--- src/rtl/coin_return.sv ---
`default_nettype none
// ============================================================================
// Module      : coin_return
// Description : Change-return FSM. Pays out a latched balance as the largest
//               coins first, then pulses balance_clear. Define the macro
//               COIN_RETURN_REQ_EN to let return_req start a payout.
// Revision    : 1.0 - initial release
// ============================================================================
module coin_return #(
    parameter int BAL_W    = 31,
    parameter int COIN_LO  = 100,
    parameter int COIN_MID = 500,
    parameter int COIN_HI  = 1000
) (
    input  logic             clk,
    input  logic             reset_n,
    input  logic             activity,
    input  logic             timeout,
    input  logic [BAL_W-1:0] balance,
    input  logic             return_req,
    input  logic             coin_ready,
    output logic             timeset,
    output logic             coin_valid,
    output logic [1:0]       coin_type,
    output logic             balance_clear,
    output logic             busy
);

    localparam logic [BAL_W-1:0] c_lo  = BAL_W'(COIN_LO);
    localparam logic [BAL_W-1:0] c_mid = BAL_W'(COIN_MID);
    localparam logic [BAL_W-1:0] c_hi  = BAL_W'(COIN_HI);

    typedef enum logic [1:0] {
        S_IDLE     = 2'd0,
        S_DISPENSE = 2'd1,
        S_DONE     = 2'd2
    } state_t;

    state_t           state_q, state_d;
    logic [BAL_W-1:0] remaining_q, remaining_d;
    logic             timeset_q, timeset_d;
    logic             coin_valid_q, coin_valid_d;
    logic [1:0]       coin_type_q, coin_type_d;
    logic             balance_clear_q, balance_clear_d;
    logic             busy_q, busy_d;
    logic             w_trigger;

    function automatic logic [1:0] pick_coin(input logic [BAL_W-1:0] amt);
        if (amt >= c_hi) begin
            return 2'd2;
        end else if (amt >= c_mid) begin
            return 2'd1;
        end else begin
            return 2'd0;
        end
    endfunction

    function automatic logic [BAL_W-1:0] coin_value(input logic [1:0] ctype);
        case (ctype)
            2'd2:    return c_hi;
            2'd1:    return c_mid;
            default: return c_lo;
        endcase
    endfunction

`ifdef COIN_RETURN_REQ_EN
    // A manual request bypasses the timer entirely, including the reload cycle.
    assign w_trigger = (|balance) && ((timeout && !timeset_q) || return_req);
`else
    logic w_unused_return_req;
    assign w_unused_return_req = return_req;
    assign w_trigger           = (|balance) && timeout && !timeset_q;
`endif

    always_comb begin
        state_d     = state_q;
        remaining_d = remaining_q;
        timeset_d   = 1'b0;
        case (state_q)
            S_IDLE: begin
                if (w_trigger) begin
                    remaining_d = balance;
                    state_d     = S_DISPENSE;
                end else if (activity) begin
                    timeset_d = 1'b1;
                end
            end
            S_DISPENSE: begin
                // Coin type always derives from remaining_q, so the subtraction cannot underflow.
                if (remaining_q < c_lo) begin
                    state_d = S_DONE;
                end else if (coin_valid_q && coin_ready) begin
                    remaining_d = remaining_q - coin_value(coin_type_q);
                    if (remaining_d < c_lo) begin
                        state_d = S_DONE;
                    end
                end
            end
            S_DONE: begin
                remaining_d = '0;
                state_d     = S_IDLE;
            end
            default: begin
                remaining_d = '0;
                state_d     = S_IDLE;
            end
        endcase

        coin_valid_d    = (state_d == S_DISPENSE) && (remaining_d >= c_lo);
        coin_type_d     = coin_valid_d ? pick_coin(remaining_d) : 2'd0;
        balance_clear_d = (state_d == S_DONE);
        busy_d          = (state_d != S_IDLE);
    end

    always_ff @(posedge clk) begin
        if (!reset_n) begin
            state_q         <= S_IDLE;
            remaining_q     <= '0;
            timeset_q       <= 1'b0;
            coin_valid_q    <= 1'b0;
            coin_type_q     <= 2'd0;
            balance_clear_q <= 1'b0;
            busy_q          <= 1'b0;
        end else begin
            state_q         <= state_d;
            remaining_q     <= remaining_d;
            timeset_q       <= timeset_d;
            coin_valid_q    <= coin_valid_d;
            coin_type_q     <= coin_type_d;
            balance_clear_q <= balance_clear_d;
            busy_q          <= busy_d;
        end
    end

    assign timeset       = timeset_q;
    assign coin_valid    = coin_valid_q;
    assign coin_type     = coin_type_q;
    assign balance_clear = balance_clear_q;
    assign busy          = busy_q;

endmodule
`default_nettype wire

--- config.mk ---
export PLATFORM = sky130hd
export DESIGN_NAME = coin_return
export DESIGN_NICKNAME = d
export VERILOG_FILES = /design/src/rtl/coin_return.sv
export SDC_FILE = /design/constraint.sdc
export NUM_CORES = 1
export LEC_CHECK = 0
export ABC_AREA = 1
export BUFFER_PORTS_ARGS = -buffer_cell sky130_fd_sc_hd__buf_2
export CAP_MARGIN = 10
export CORE_UTILIZATION = 35
export DETAILED_ROUTE_END_ITERATION = 7
export PLACE_DENSITY = 0.54
export REMOVE_ABC_BUFFERS = 1
export SLEW_MARGIN = 20
export SYNTH_ARGS = -nofsm -noshare
export SYNTH_HDL_FRONTEND = slang
export SYNTH_SLANG_ARGS = --single-unit
--- constraint.sdc ---
create_clock -name clk -period 5.2 [get_ports clk]
set_clock_uncertainty 0.15 [all_clocks]
set_input_delay 1.04 -clock clk [delete_from_list [all_inputs] [get_ports clk]]
set_output_delay 1.04 -clock clk [all_outputs]
set_load 0.005 [all_outputs]
* Word level (Yosys, flattened, before mapping)
Cells that the tools add are included.
** Storage, ports and cells
- Output and inout bits :: 6
- Flip-flop bits (word level) :: 39
- Word-level logic and storage cells :: 49
- Input port bits :: 37
** Cells by class
- Reduce and logical (&&, ||, !) cells :: 11
- Eq/ne operators :: 5
- Add/subtract/negate cells :: 1
- Bitwise gates (word level) :: 3
- Multiplexer cells :: 16
- Order comparisons :: 5
** Operators with widths (number)
- two-way mux 31 bit :: 6
- < comparator 31 x 7 -> 1 bit (second input constant) :: 2
- one-hot mux 31 bit (2 select lines) :: 1
- >= comparator 31 x 10 -> 1 bit (second input constant) :: 1
- >= comparator 31 x 7 -> 1 bit (second input constant) :: 1
- >= comparator 31 x 9 -> 1 bit (second input constant) :: 1
- OR reduction 31 bit :: 1
- subtractor 31 bit :: 1
- one-hot mux 10 bit (2 select lines) :: 1
- two-way mux 2 bit :: 5
- equality test 2 x 1 -> 1 bit (second input constant) :: 3
- OR reduction 3 bit :: 2
- equality test 2 bit (second input constant) :: 2
- logical AND 1 bit :: 4
- one-hot mux 2 bit (2 select lines) :: 1
- NOT 1 bit :: 3
- zero test 2 bit :: 1
- two-way mux 1 bit :: 2
- AND reduction 2 bit :: 1
- nonzero test 2 bit :: 1
- zero test 1 bit :: 1

* Depth between registers and ports, before layout
Gate-level depths: netlist of run 1.
- Depth after elaboration :: 15
- Mapped depth :: 25
- Mapped depth without buffers :: 25

* Worst setup path after synthesis of run 1
Ideal clock, no wire load.
- Kind :: input-to-reg
- Start point :: in balance[28]
- End point :: reg coin_type_q[1] (netlist: coin_type[1])
- Cell stages on the path :: 17
- Setup time :: 118 ps
- Arrival time :: 2585 ps
- Data required time :: 4932 ps
- Setup slack :: 2347 ps
- Cells stage by stage :: nor2_1 nand2_1 nor2_2 nand2_2 o21ai_4 nor2_4 clkbuf_8 nand2_1 nand2_1 nor2_2 nand2_1 nor2_1 nand2_2 nor2_2 nand2_1 nand3_2 nor2_1
** Between the ends
- Longest elaborated chain between the ends :: 8
- Elaborated cells on any way between the ends :: 13
- Classes of those cells :: order compare: 2; eq/ne: 1; mux: 5; reduce/logical: 5
** Ends and longest elaborated chain
- start: declaration :: RTL line 19 : input logic [BAL_W-1:0] balance,
- OR reduction 31 bit :: RTL line 72 : assign w_trigger = (|balance) && timeout && !timeset_q;
- logical AND 1 bit (2 in series) :: RTL line 72
- two-way mux 31 bit or two-way mux 2 bit (tied branches) :: RTL line 81 : if (w_trigger) begin
- one-hot mux 31 bit (2 select lines) or one-hot mux 2 bit (2 select lines) (tied branches) :: RTL line 79 : case (state_q)
- >= comparator 31 x 7 -> 1 bit or equality test 2 x 1 -> 1 bit (tied branches) :: RTL line 109 : coin_valid_d = (state_d == S_DISPENSE) && (remaining_d >= c_lo);
- logical AND 1 bit :: RTL line 109
- AND reduction 2 bit (no line)
- end signal: assignment :: RTL line 129 : coin_type_q <= coin_type_d;
- end: declaration :: RTL line 43 : logic [1:0] coin_type_q, coin_type_d;
Several ways; a longest one is shown, not always the timed one.
A chain may end at the register's enable or synchronous reset.

* Final worst setup path of run 1
- Start point :: in balance[12]
- End point :: reg coin_type_q[1] (netlist: coin_type[1])
Same word-level chain as after synthesis.

==> results of run 1 <==
## power by group through the flow
stage / clock [mW] / combinational (mW) / sequential (mW)
final: 0.232 / 0.530 / 0.334
after global routing: 0.247 / 0.597 / 0.337
after CTS: 0.237 / 0.524 / 0.333
after detailed placement: 0 / 0.520 / 0.339
after global placement: 0 / 0.521 / 0.339
after floorplan: 0 / 0.381 / 0.331
## cell type report
type / count / area, um2
clock buffers: 5 / 68.8
clock inverters: 3 / 22.5
fillers: 1182 / 6170
inverters: 91 / 342
multi-input cells: 551 / 2510
flip-flops and latches: 37 / 741
well taps: 136 / 170
repair buffers: 42 / 213
## cells by family after synthesis
family | after synthesis | share of synthesized area
flip-flops | 37 | 0.202
AND/OR/NAND/NOR | 505 | 0.595
adder cells (fa/ha/maj) | 7 | 0.0259
buffers and inverters | 102 | 0.116
AO/OA/AOI/OAI | 37 | 0.0572
XOR/XNOR | 2 | 0.00477
## cells in the final DEF, fill, tap and decap left out
master / netlist / layout
a21oi_1: 21 / 21
a21oi_2: 1 / 1
a31oi_1: 6 / 6
and2_1: 2 / 2
buf_2: 2 / 41
buf_4: 1 / 1
clkbuf_8: 1 / 5
clkinv_1: 1 / 2
clkinvlp_4: 0 / 3
dfxtp_1: 37 / 37
fa_1: 1 / 1
ha_1: 6 / 6
inv_1: 86 / 85
inv_2: 4 / 4
nand2_1: 237 / 237
nand2_2: 9 / 9
nand2_4: 4 / 4
nand3_1: 69 / 69
nand3_2: 6 / 6
nand3b_1: 4 / 4
nand4_1: 16 / 16
nor2_1: 140 / 140
nor2_2: 11 / 11
nor2_4: 2 / 2
nor3_1: 4 / 4
nor3b_1: 1 / 1
o211ai_1: 1 / 1
o21ai_0: 7 / 7
o21ai_4: 1 / 1
xnor2_1: 1 / 1
xor2_1: 1 / 1
## through the flow
step	util	area, um2	instances	hold WS (ns)
4_1_cts	0.397	4060	865	0.419
2_1_floorplan	-	3590	679	0.360
3_5_place_dp	0.388	3970	857	0.406
3_3_place_gp	0.388	3970	857	0.395
5_1_grt	0.397	4060	865	0.473
6_report	0.397	4060	865	0.424
## worst reg2reg max path, delay by kind of cell, from the launching register on
family	cells	cell delay (ns)
simple gates	17	1.83
buf+inv	3	0.26
fa+ha+maj	3	0.84
flops	1	0.34
## how the worst max path moves through the flow
stage / startpoint / slack (ns) / end / cells after the start
after CTS: balance[12] / 1.63 / coin_type[1]$_SDFF_PN0_ / 17
after global routing: coin_type[0]$_SDFF_PP0_ / 1.35 / coin_type[1]$_SDFF_PN0_ / 23
final: balance[12] / 1.61 / coin_type[1]$_SDFF_PN0_ / 17
after detailed placement: balance[12] / 1.29 / coin_type[1]$_SDFF_PN0_ / 17
after floorplan: balance[28] / 2.25 / coin_type[1]$_SDFF_PN0_ / 16
after global placement: balance[12] / 1.32 / coin_type[1]$_SDFF_PN0_ / 17
## per-layer routing
metal | vias to the layer above | wire, um
li1 | 2231 | -
met4 | 0 | 213
met3 | 15 | 808
met5 | - | 0
met2 | 121 | 5600
met1 | 2012 | 6520
## flip-flops by register name, summed over array words and instances (netlist names)
register       count
balance_clear      1
timeset            1
coin_valid         1
coin_type          2
state_q            2
busy               1
remaining_q       29
==> summary.md, run 1 <==
| Metric | Value |
|---|---|
| GRT met1 Usage | `0.347` |
| Clk pwr share | `0.212` |
| Hold buffers post-CTS | `0` |
| Syn Area/Cell | `5.32 um2` |
| Yosys cell types | `34` |
| Inserted Clock Buffers | `5` |
| Number of enable flip-flop cells after synthesis | `0` |
| Crit path time final | `3.59 ns` |
| Vias in the first global route | `3757` |
| FF-to-FF End | `coin_type[1]$_SDFF_PN0_` |
| Crit-path cells | `buf_2, nor2_1, nand2_1, nor2_1, nand2_1, o21ai_4, nor2_4, nand2_1, nand2_1, nor2_1, nand2_1, nor2_1, nand2_2, nor2_2, nand2_1, nand3_2, nor2_1` |
| Cell with the most instances after synthesis | `nand2_1` |
| CTS tree | `built` |
| Initial Util | `0.359` |
| Switching Fraction | `0.484` |
| VDD IR max | `0.000114 V` |
| Worst min path class | `reg2reg` |
| Htree depth | `2` |
| First-pass detailed-route iteration total | `5` |
| Post-synthesis sequential area ratio | `0.202` |
| PortBufs | `41` |
| DIE HEIGHT | `104 um` |
| Top Family by Delay on Critical Path | `simple AND/OR/NAND/NOR gates` |
| Mapped cell area | `3670 um2` |
| DP Wirelength | `10.4 mm` |
| Final WL | `13.1 mm` |
| Num ports | `43` |
| Unrepaired setup endpoints after global routing | `false` |
| Via-to-Cell Ratio | `5.06` |
| Most used cell, CP | `nand2_1` |
| Final ANT Viol Nets | `0` |
| Max Root-Sink Buffers | `2` |
| Synth warn | `0` |
| Internal power | `566 uW` |
| Layout cell share with drive strength beyond 1 | `0.121` |
| Overall Power | `1.10 mW` |
| Hold Fails Final Rpt | `0` |
| Seq pwr share | `0.305` |
| GRT met3 Usage | `0.0457` |
| Slew Limit Fails | `0` |
| Max Fclk | `279 MHz` |
| Endpoint, Worst Hold | `remaining_q[11]$_SDFF_PN0_` |
| # clock sinks | `37` |
| Combinational fraction of design power | `0.484` |
| Pwr dens | `270 nW/um2` |
| Setup bufs post-CTS | `0` |
| P&R area growth vs syn | `10.6%` |
| Main synth FF type | `dfxtp_1` |
| Yosys reg bits | `37` |
| P_leak | `2.21 nW` |
| Global Route Usage Sum | `0.244` |
| Critical R2R Launch | `coin_type[0]$_SDFF_PP0_` |
| Floorplan row count | `37` |
| Gr busiest metal | `met2` |
| R2R Setup Slk | `1.67 ns` |
| Diodes inserted | `0` |
| Slew @ Worst Pin | `0.987 ns` |
| Relative slew slack | `0.338` |
| Largest area contributor in the synthesized netlist | `nand2_1` |
| Worst path slowest cell | `o21ai_4` |
| GR Layer Usage met2 | `0.371` |
| Routed len/inst | `15.2 um` |
| CP Data Arrival Time | `3.65 ns` |
| Die Area | `10900 um2` |
| Skew-Pair Late Insertion Delay | `0.32 ns` |
| Crit path capture type | `flop` |
| Startpoint types | `input port` |
| Commonest cells post-synth | `nand2_1 (237), nor2_1 (140), inv_1 (86), nand3_1 (69), dfxtp_1 (37)` |
| Cts repair resizes | `0` |
| Period Utilization, post-route | `0.690` |
| Congestion Overflow GR | `0` |
| Reg2reg path depth | `23` |
| Clock transition at the registers of the reported paths | `0.09 ns` |
| Post-route setup slack | `1.61 ns` |
| Syn Inst Count | `690` |
| Die W | `104 um` |
| DRT iter0 DRCs | `319` |
| Crit Path Category | `in2reg` |
| Peak per-stage delay on the critical path | `0.50 ns` |
| Synth area leaders | `nand2_1 (24%), dfxtp_1 (20%), nor2_1 (14%)` |
| Switching power | `530 uW` |
| CTS root buf | `clkbuf_8` |
| Synth top area share | `0.242` |
| Global placement routability congestion | `0.947` |
| Worst endpoint required time | `5.26 ns` |
| Largest net degree at the start of global routing | `30` |
| Final-report setup violation count | `0` |
| Worst Hold Depth | `2` |
| DR DRC count | `0` |
| Hold wc startpoint | `remaining_q[11]$_SDFF_PN0_` |
| Setup TNS | `0 ns` |
| Ys async rst share | `0` |
| First-pass GRT wire length | `20.3 mm` |
| Core area | `10200 um2` |
| Pre-CTS setup slack | `1.29 ns` |
| Via Count | `4379` |
| NumNets Final | `772` |
| Max Cap Viol | `0` |
| Worst-path fanout max | `20` |
| Initial antenna violation count | `0` |
| Buffers and inverters on the worst path | `1` |
| Run status | `completed` |
(Power assumes the default switching activity.)
==> run 2: changes to the inputs <==
Clock period 5.2 ns to 3.3 ns, I/O delays scaled along.
==> run 2 against run 1 <==
Net effect: non-clock buffer count is 27 higher; cell count up 3.2%; routed wire length increased by 0.30%; total power grew 76%; count of clock-buffer cells in the layout increased by 2; sequential share of layout area down 1.6 points; via count is 1.8% higher; global-route usage grew 0.15 points; design area rose by 10%; sequential power increased by 57%; largest cell class unchanged; highest routed layer unchanged.
==> summary.md, run 2 (synthesis results as in run 1) <==
| Metric | Value |
|---|---|
| Initial Util | `0.359 (unchanged)` |
| Final WL | `13.2 mm (+0.30%)` |
| Via Count | `4456 (+1.8%)` |
| DR DRC count | `0 (unchanged)` |
| Max Cap Viol | `0 (unchanged)` |
| CTS tree | `built` |
| Endpoint, Worst Hold | `remaining_q[14]$_SDFF_PN0_` |
| Final ANT Viol Nets | `0 (unchanged)` |
| Worst Hold Depth | `2 (unchanged)` |
| # clock sinks | `37 (unchanged)` |
| Congestion Overflow GR | `0 (unchanged)` |
| Max Root-Sink Buffers | `2 (unchanged)` |
| First-pass detailed-route iteration total | `7 (+2)` |
| Overall Power | `1.93 mW (+76%)` |
| Global Route Usage Sum | `0.246 (+0.00146)` |
| Run status | `completed` |
| Critical R2R Launch | `coin_type[0]$_SDFF_PP0_` |
| DRT iter0 DRCs | `334 (+4.7%)` |
| Core area | `10200 um2 (unchanged)` |
| Hold Fails Final Rpt | `0 (unchanged)` |
| DIE HEIGHT | `104 um (unchanged)` |
| Die W | `104 um (unchanged)` |
| Largest net degree at the start of global routing | `21 (-30%)` |
| VDD IR max | `0.000176 V (+54%)` |
| Crit Path Category | `reg2reg` |
| Inserted Clock Buffers | `5 (unchanged)` |
| Final Cell Area | `4470 um2 (+10%)` |
| Final-report setup violation count | `0 (unchanged)` |
| Relative slew slack | `0.566 (+0.228)` |
| Crit-path cells | `inv_1, ha_2, inv_1, ha_2, fa_2, inv_2, nand2_1, nand2_2, nand3_4, nand2_4, nand2_4, buf_4, nand3_1, nand2_1, nand2_2, inv_1, nor2_1, nand3_1, nand3_1, nand2_1, nand3_2, nor2_1` |
| P_leak | `2.40 nW (+8.5%)` |
| GRT met1 Usage | `0.362 (+0.0151)` |
| R2R Setup Slk | `0.18 ns (-1.49 ns)` |
| Pwr dens | `431 nW/um2 (+60%)` |
| Reg2reg path depth | `22 (-4.3%)` |
| Placed Area | `4190 um2 (+5.5%)` |
| Clock transition at the registers of the reported paths | `0.08 ns (about the same)` |
| Period Utilization, post-route | `0.947` |
| CP Data Arrival Time | `3.17 ns (-0.48 ns)` |
| Via-to-Cell Ratio | `4.99 (-1.4%)` |
| Global placement routability congestion | `0.977 (+3.2%)` |
| FF-to-FF End | `coin_type[1]$_SDFF_PN0_` |
| NumNets Final | `800 (+3.6%)` |
| Most flop-heavy register | `remaining_q` |
| GR Layer Usage met2 | `0.375 (+0.00331)` |
| Initial antenna violation count | `0 (unchanged)` |
| Crit path time final | `3.12 ns` |
| Crit path capture type | `flop` |
| Worst min path class | `reg2reg` |
| Peak per-stage delay on the critical path | `0.37 ns (-0.13 ns)` |
| Skew-Pair Late Insertion Delay | `0.30 ns (-0.02 ns)` |
| First-pass GRT wire length | `20.8 mm (+2.7%)` |
| PortBufs | `41 (unchanged)` |
| Floorplan row count | `37 (unchanged)` |
| P&R area growth vs syn | `21.8%` |
| Htree depth | `2 (unchanged)` |
| Worst-path fanout max | `5 (-75%)` |
| Num ports | `43 (unchanged)` |
| Slew Limit Fails | `0 (unchanged)` |
| Gr busiest metal | `met2` |
| Layout cell share with drive strength beyond 1 | `0.193 (+0.0722)` |
| Routed len/inst | `14.8 um (-2.8%)` |
| Hold wc startpoint | `remaining_q[14]$_SDFF_PN0_` |
| Most frequent cells in the layout | `nand2_1 (225), nor2_1 (132), inv_1 (84)` |
| GRT met3 Usage | `0.0288 (-0.0169)` |
| Vias in the first global route | `3996 (+6.4%)` |
| Hold buffers post-CTS | `0 (unchanged)` |
| Slew @ Worst Pin | `0.650 ns (-0.337 ns)` |
| Worst path slowest cell | `fa_2` |
| DP Wirelength | `10.5 mm (+1.3%)` |
| Max Fclk | `320 MHz` |
| Diodes inserted | `0 (unchanged)` |
| Worst endpoint required time | `3.35 ns (-1.91 ns)` |
| Largest register FFs | `29 (unchanged)` |
| CTS root buf | `clkbuf_8` |
| Startpoint types | `flop` |
| Most common cell after layout, fill and taps aside | `nand2_1` |
| Die Area | `10900 um2 (unchanged)` |
[run 2: cell count changes in the layout (fill, tap and decap cells not counted), sizes merged]
cell	previous run	this run
nand2	250	251
buf	42	69
bufinv	0	1
clkinv	2	1
clkbuf	5	7
inv	89	90
clkinvlp	3	0
[run 2: metal layers]
layer / vias to the layer above / share of wire
met5: - / 0
met4: 0 / 0.016
met3: 16 / 0.056
met2: 122 / 0.43
met1: 2028 / 0.50
li1: 2290 / -
[run 2: what timing repair did]
item                                    in CTS  in global routing
endpoints found under the setup margin       3                  6
gates resized for setup                      2                 40
gates cloned                                 0                  1
endpoints found under the hold margin        0                  0
setup buffers                                0                  1
pin swaps                                    0                  6
[run 2: layout make-up]
cell class              instances  area [um2]
clock buffers                   7        86.3
multi-input cells             552        2660
repair buffers                 69         440
fillers                      1133        5760
flip-flops and latches         37         742
well taps                     136         170
inverters                      91         342
clock inverters                 1        30.0
[run 2: worst max-delay path by stage]
stage / from / end / slack [ns] / cells after the start
2_1_floorplan: coin_type[0]$_SDFF_PP0_ / coin_type[1]$_SDFF_PN0_ / 0.45 / 25
3_3_place_gp: coin_type[0]$_SDFF_PP0_ / coin_type[1]$_SDFF_PN0_ / -0.02 / 23
3_5_place_dp: coin_type[0]$_SDFF_PP0_ / coin_type[1]$_SDFF_PN0_ / -0.02 / 23
4_1_cts: coin_type[0]$_SDFF_PP0_ / coin_type[1]$_SDFF_PN0_ / 0.005 / 20
5_1_grt: coin_type[0]$_SDFF_PP0_ / coin_type[1]$_SDFF_PN0_ / -0.02 / 25
6_report: coin_type[0]$_SDFF_PP0_ / coin_type[1]$_SDFF_PN0_ / 0.18 / 22
[run 2: report_power, final]
| group | switching, mW | total [mW] | internal (mW) | leakage [nW] |
|---|---|---|---|---|
| combinational | 0.630 | 0.964 | 0.334 | 2.04 |
| sequential | 0.0404 | 0.524 | 0.484 | 0.305 |
| clock | 0.190 | 0.437 | 0.247 | 0.0585 |
| total | 0.861 | 1.93 | 1.06 | 2.40 |
[run 2: through the flow]
step / std cells / setup TNS, ns / hold slack (ns) / util / setup WS, ns
global placement: 883 / -0.0610 / 0.400 / 0.410 / -0.0238
global route: 893 / -0.0406 / 0.451 / 0.437 / -0.0176
detailed placement: 883 / -0.0455 / 0.405 / 0.410 / -0.0208
finish: 893 / 0 / 0.419 / 0.437 / 0.175
floorplan: 679 / 0 / 0.360 / - / 0.449
CTS: 891 / 0 / 0.417 / 0.422 / 0.00468
[run 2: critical path, delay by kind of cell (launching register included)]
kind | cells | cell delay, ns
adder cells (fa/ha/maj) | 3 | 0.74
flip-flops | 1 | 0.33
buffers and inverters | 5 | 0.38
AND/OR/NAND/NOR | 14 | 1.41
==> run 3: changes to the inputs <==
Settings changed: RECOVER_POWER set to 25.
==> run 3 against run 2 <==
Net effect: cell count did not move; critical path depth fell by 4; total power fell by 0.17%; clock power barely moved; fmax rose by 0.68%; largest cell class unchanged; sequential share of layout area barely moved; combinational power barely moved; sequential power barely moved; routed wire length fell by 0.13%; die area did not move; worst setup slack improved by 0.021 ns; via count rose by 0.27%.
==> summary.md, run 3 (synthesis results as in run 1) <==
| Metric | Value |
|---|---|
| DR WL met3 | `738 um (+0.82%)` |
| Clk pwr share | `0.227 (about the same)` |
| # clock sinks | `37 (unchanged)` |
| Hold Fails Final Rpt | `0 (unchanged)` |
| Setup TNS | `0 ns (unchanged)` |
| Endpoint, Worst Hold | `remaining_q[3]$_SDFF_PN0_` |
| Critical R2R Launch | `coin_type[0]$_SDFF_PP0_` |
| Layout cell share with drive strength beyond 1 | `0.190 (-0.00264)` |
| Clock transition at the registers of the reported paths | `0.08 ns (about the same)` |
| Max Cap Viol | `0 (unchanged)` |
| Hold wc startpoint | `remaining_q[3]$_SDFF_PN0_` |
| Skew-Pair Late Insertion Delay | `0.30 ns (about the same)` |
| Final WL | `13.2 mm (-0.13%)` |
| Vias in the first global route | `3996 (unchanged)` |
| Die W | `104 um (unchanged)` |
| Switching power | `858 uW (-0.29%)` |
| Htree depth | `2 (unchanged)` |
| WL met1 | `6.57 mm (-0.36%)` |
| Final ANT Viol Nets | `0 (unchanged)` |
| Largest register FFs | `29 (unchanged)` |
| Max Root-Sink Buffers | `2 (unchanged)` |
| Initial antenna violation count | `0 (unchanged)` |
| DP Wirelength | `10.5 mm (unchanged)` |
| Most frequent cells in the layout | `nand2_1 (225), nor2_1 (133), inv_1 (84)` |
| CP Data Arrival Time | `3.20 ns (+0.03 ns)` |
| CTS tree | `built` |
| Crit path capture type | `flop` |
| Largest net degree at the start of global routing | `21 (unchanged)` |
| VDD IR max | `0.000178 V (+1.1%)` |
| DRT iter0 DRCs | `331 (-0.90%)` |
| Worst min path class | `reg2reg` |
| Switching Fraction | `0.446 (-0.000567)` |
| FF-to-FF End | `coin_type[1]$_SDFF_PN0_` |
| Inserted Clock Buffers | `5 (unchanged)` |
| Seq pwr share | `0.273 (about the same)` |
| Num ports | `43 (unchanged)` |
| Run status | `completed` |
| Reg2reg path depth | `24 (+9.1%)` |
| Max Fclk | `322 MHz (+0.68%)` |
| Via Count | `4468 (+0.27%)` |
| First-pass GRT wire length | `20.8 mm (unchanged)` |
| Relative slew slack | `0.283 (-0.283)` |
| Most common cell after layout, fill and taps aside | `nand2_1` |
| Worst Hold Depth | `2 (unchanged)` |
| Combinational fraction of design power | `0.500 (about the same)` |
| Final Cell Area | `4460 um2 (-0.20%)` |
| Slew @ Worst Pin | `1.07 ns (+0.424 ns)` |
| Pwr dens | `431 nW/um2 (about the same)` |
| Placed Area | `4190 um2 (unchanged)` |
| Worst-path fanout max | `20 (+15)` |
| Internal power | `1.06 mW (about the same)` |
| CTS root buf | `clkbuf_8` |
| First-pass detailed-route iteration total | `7 (unchanged)` |
| Final-report setup violation count | `0 (unchanged)` |
| Die Area | `10900 um2 (unchanged)` |
| DIE HEIGHT | `104 um (unchanged)` |
| Via-to-Cell Ratio | `5.00 (+0.27%)` |
| Min Hold Slack | `0.420 ns (+0.000593 ns)` |
| Most flop-heavy register | `remaining_q` |
| Startpoint types | `input port` |
| Congestion Overflow GR | `0 (unchanged)` |
| Core area | `10200 um2 (unchanged)` |
| Diodes inserted | `0 (unchanged)` |
| Crit Path Category | `in2reg` |
| Overall Power | `1.92 mW (-0.17%)` |
| Area occupied by registers | `742 um2 (unchanged)` |
| DR DRC count | `0 (unchanged)` |
| Initial Util | `0.359 (unchanged)` |
| Global placement routability congestion | `0.977 (unchanged)` |
| Met2 Wirelength | `5.62 mm (-0.60%)` |
| Global Route Usage Sum | `0.246 (unchanged)` |
| P_leak | `2.40 nW (-0.18%)` |
| Period Utilization, post-route | `0.941 (-0.00635)` |
| Slew Limit Fails | `0 (unchanged)` |
| Top Layer Used | `met4` |
| Worst endpoint required time | `3.39 ns (+0.04 ns)` |
| NumNets Final | `800 (unchanged)` |
| Floorplan row count | `37 (unchanged)` |
| Area of the multi-input gates | `2650 um2 (-0.28%)` |
| PortBufs | `41 (unchanged)` |
| Crit path time final | `3.10 ns (-0.0210 ns)` |
| R2R Setup Slk | `0.20 ns (+0.02 ns)` |
| Routed len/inst | `14.7 um (-0.13%)` |
| Fillers | `1135 (+0.18%)` |
| P&R area growth vs syn | `21.5%` |
==> run 3: changes by cell type in the layout (fill, tap and decap cells not counted), sizes merged <==
cell	change
clkbuf	+1
buf	-1
==> run 3: layer usage <==
layer | vias to the layer above | track usage
met5 | - | 0
met4 | 0 | 0.0622
met3 | 18 | 0.0288
met2 | 134 | 0.375
met1 | 2025 | 0.362
li1 | 2291 | -
==> run 3: power by group through the flow <==
stage | clock network (mW) | logic (mW) | registers, mW
after floorplan | 0 | 0.600 | 0.521
after global placement | 0 | 0.883 | 0.533
after detailed placement | 0 | 0.883 | 0.532
after CTS | 0.446 | 0.892 | 0.523
after global routing | 0.461 | 1.08 | 0.529
final | 0.437 | 0.961 | 0.524
==> run 3: final cells by class <==
type | count | share of cell area
clock buffer | 7 | 0.0193
timing repair buffer | 69 | 0.0984
multi-input combinational | 552 | 0.595
sequential | 37 | 0.166
tap | 136 | 0.0381
clock inverter | 1 | 0.00673
inverter | 91 | 0.0765
==> run 3: worst max path at each step <==
stage / from / endpoint / slack (ns) / cells past startpoint
global route: coin_type[0]$_SDFF_PP0_ / coin_type[1]$_SDFF_PN0_ / -0.02 / 25
CTS: coin_type[0]$_SDFF_PP0_ / coin_type[1]$_SDFF_PN0_ / 0.005 / 20
detailed placement: coin_type[0]$_SDFF_PP0_ / coin_type[1]$_SDFF_PN0_ / -0.02 / 23
finish: balance[12] / coin_type[1]$_SDFF_PN0_ / 0.20 / 18
global placement: coin_type[0]$_SDFF_PP0_ / coin_type[1]$_SDFF_PN0_ / -0.02 / 23
floorplan: coin_type[0]$_SDFF_PP0_ / coin_type[1]$_SDFF_PN0_ / 0.45 / 25
==> run 3: stage by stage <==
step,util,setup WS [ns],cells
floorplan,-,0.449,679
global placement,0.410,-0.0238,883
detailed placement,0.410,-0.0208,883
CTS,0.422,0.00468,891
global route,0.436,-0.0176,893
finish,0.436,0.196,893
==> run 3: critical path: stages <==
cell and delay [ns]:
buf_2 0.13, nor2_1 0.06, nand2_1 0.05, nor2_1 0.04, buf_4 0.15, nand2_1 0.09
o21ai_4 0.09, nor2_2 0.83, nand2_1 0.27, nand2_1 0.19, nor2_2 0.06, nand2_1 0.06
nor2_1 0.05, nand2_2 0.13, nor2_4 0.05, nand2_1 0.06, nand3_2 0.09, nor2_1 0.10
==> run 3: repair_timing <==
action | CTS | global route
gates cloned | 0 | 1
setup endpoints to repair | 3 | 6
pin swaps | 0 | 6
hold buffers | 0 | 0
resized for setup | 2 | 40
setup buffers | 0 | 1
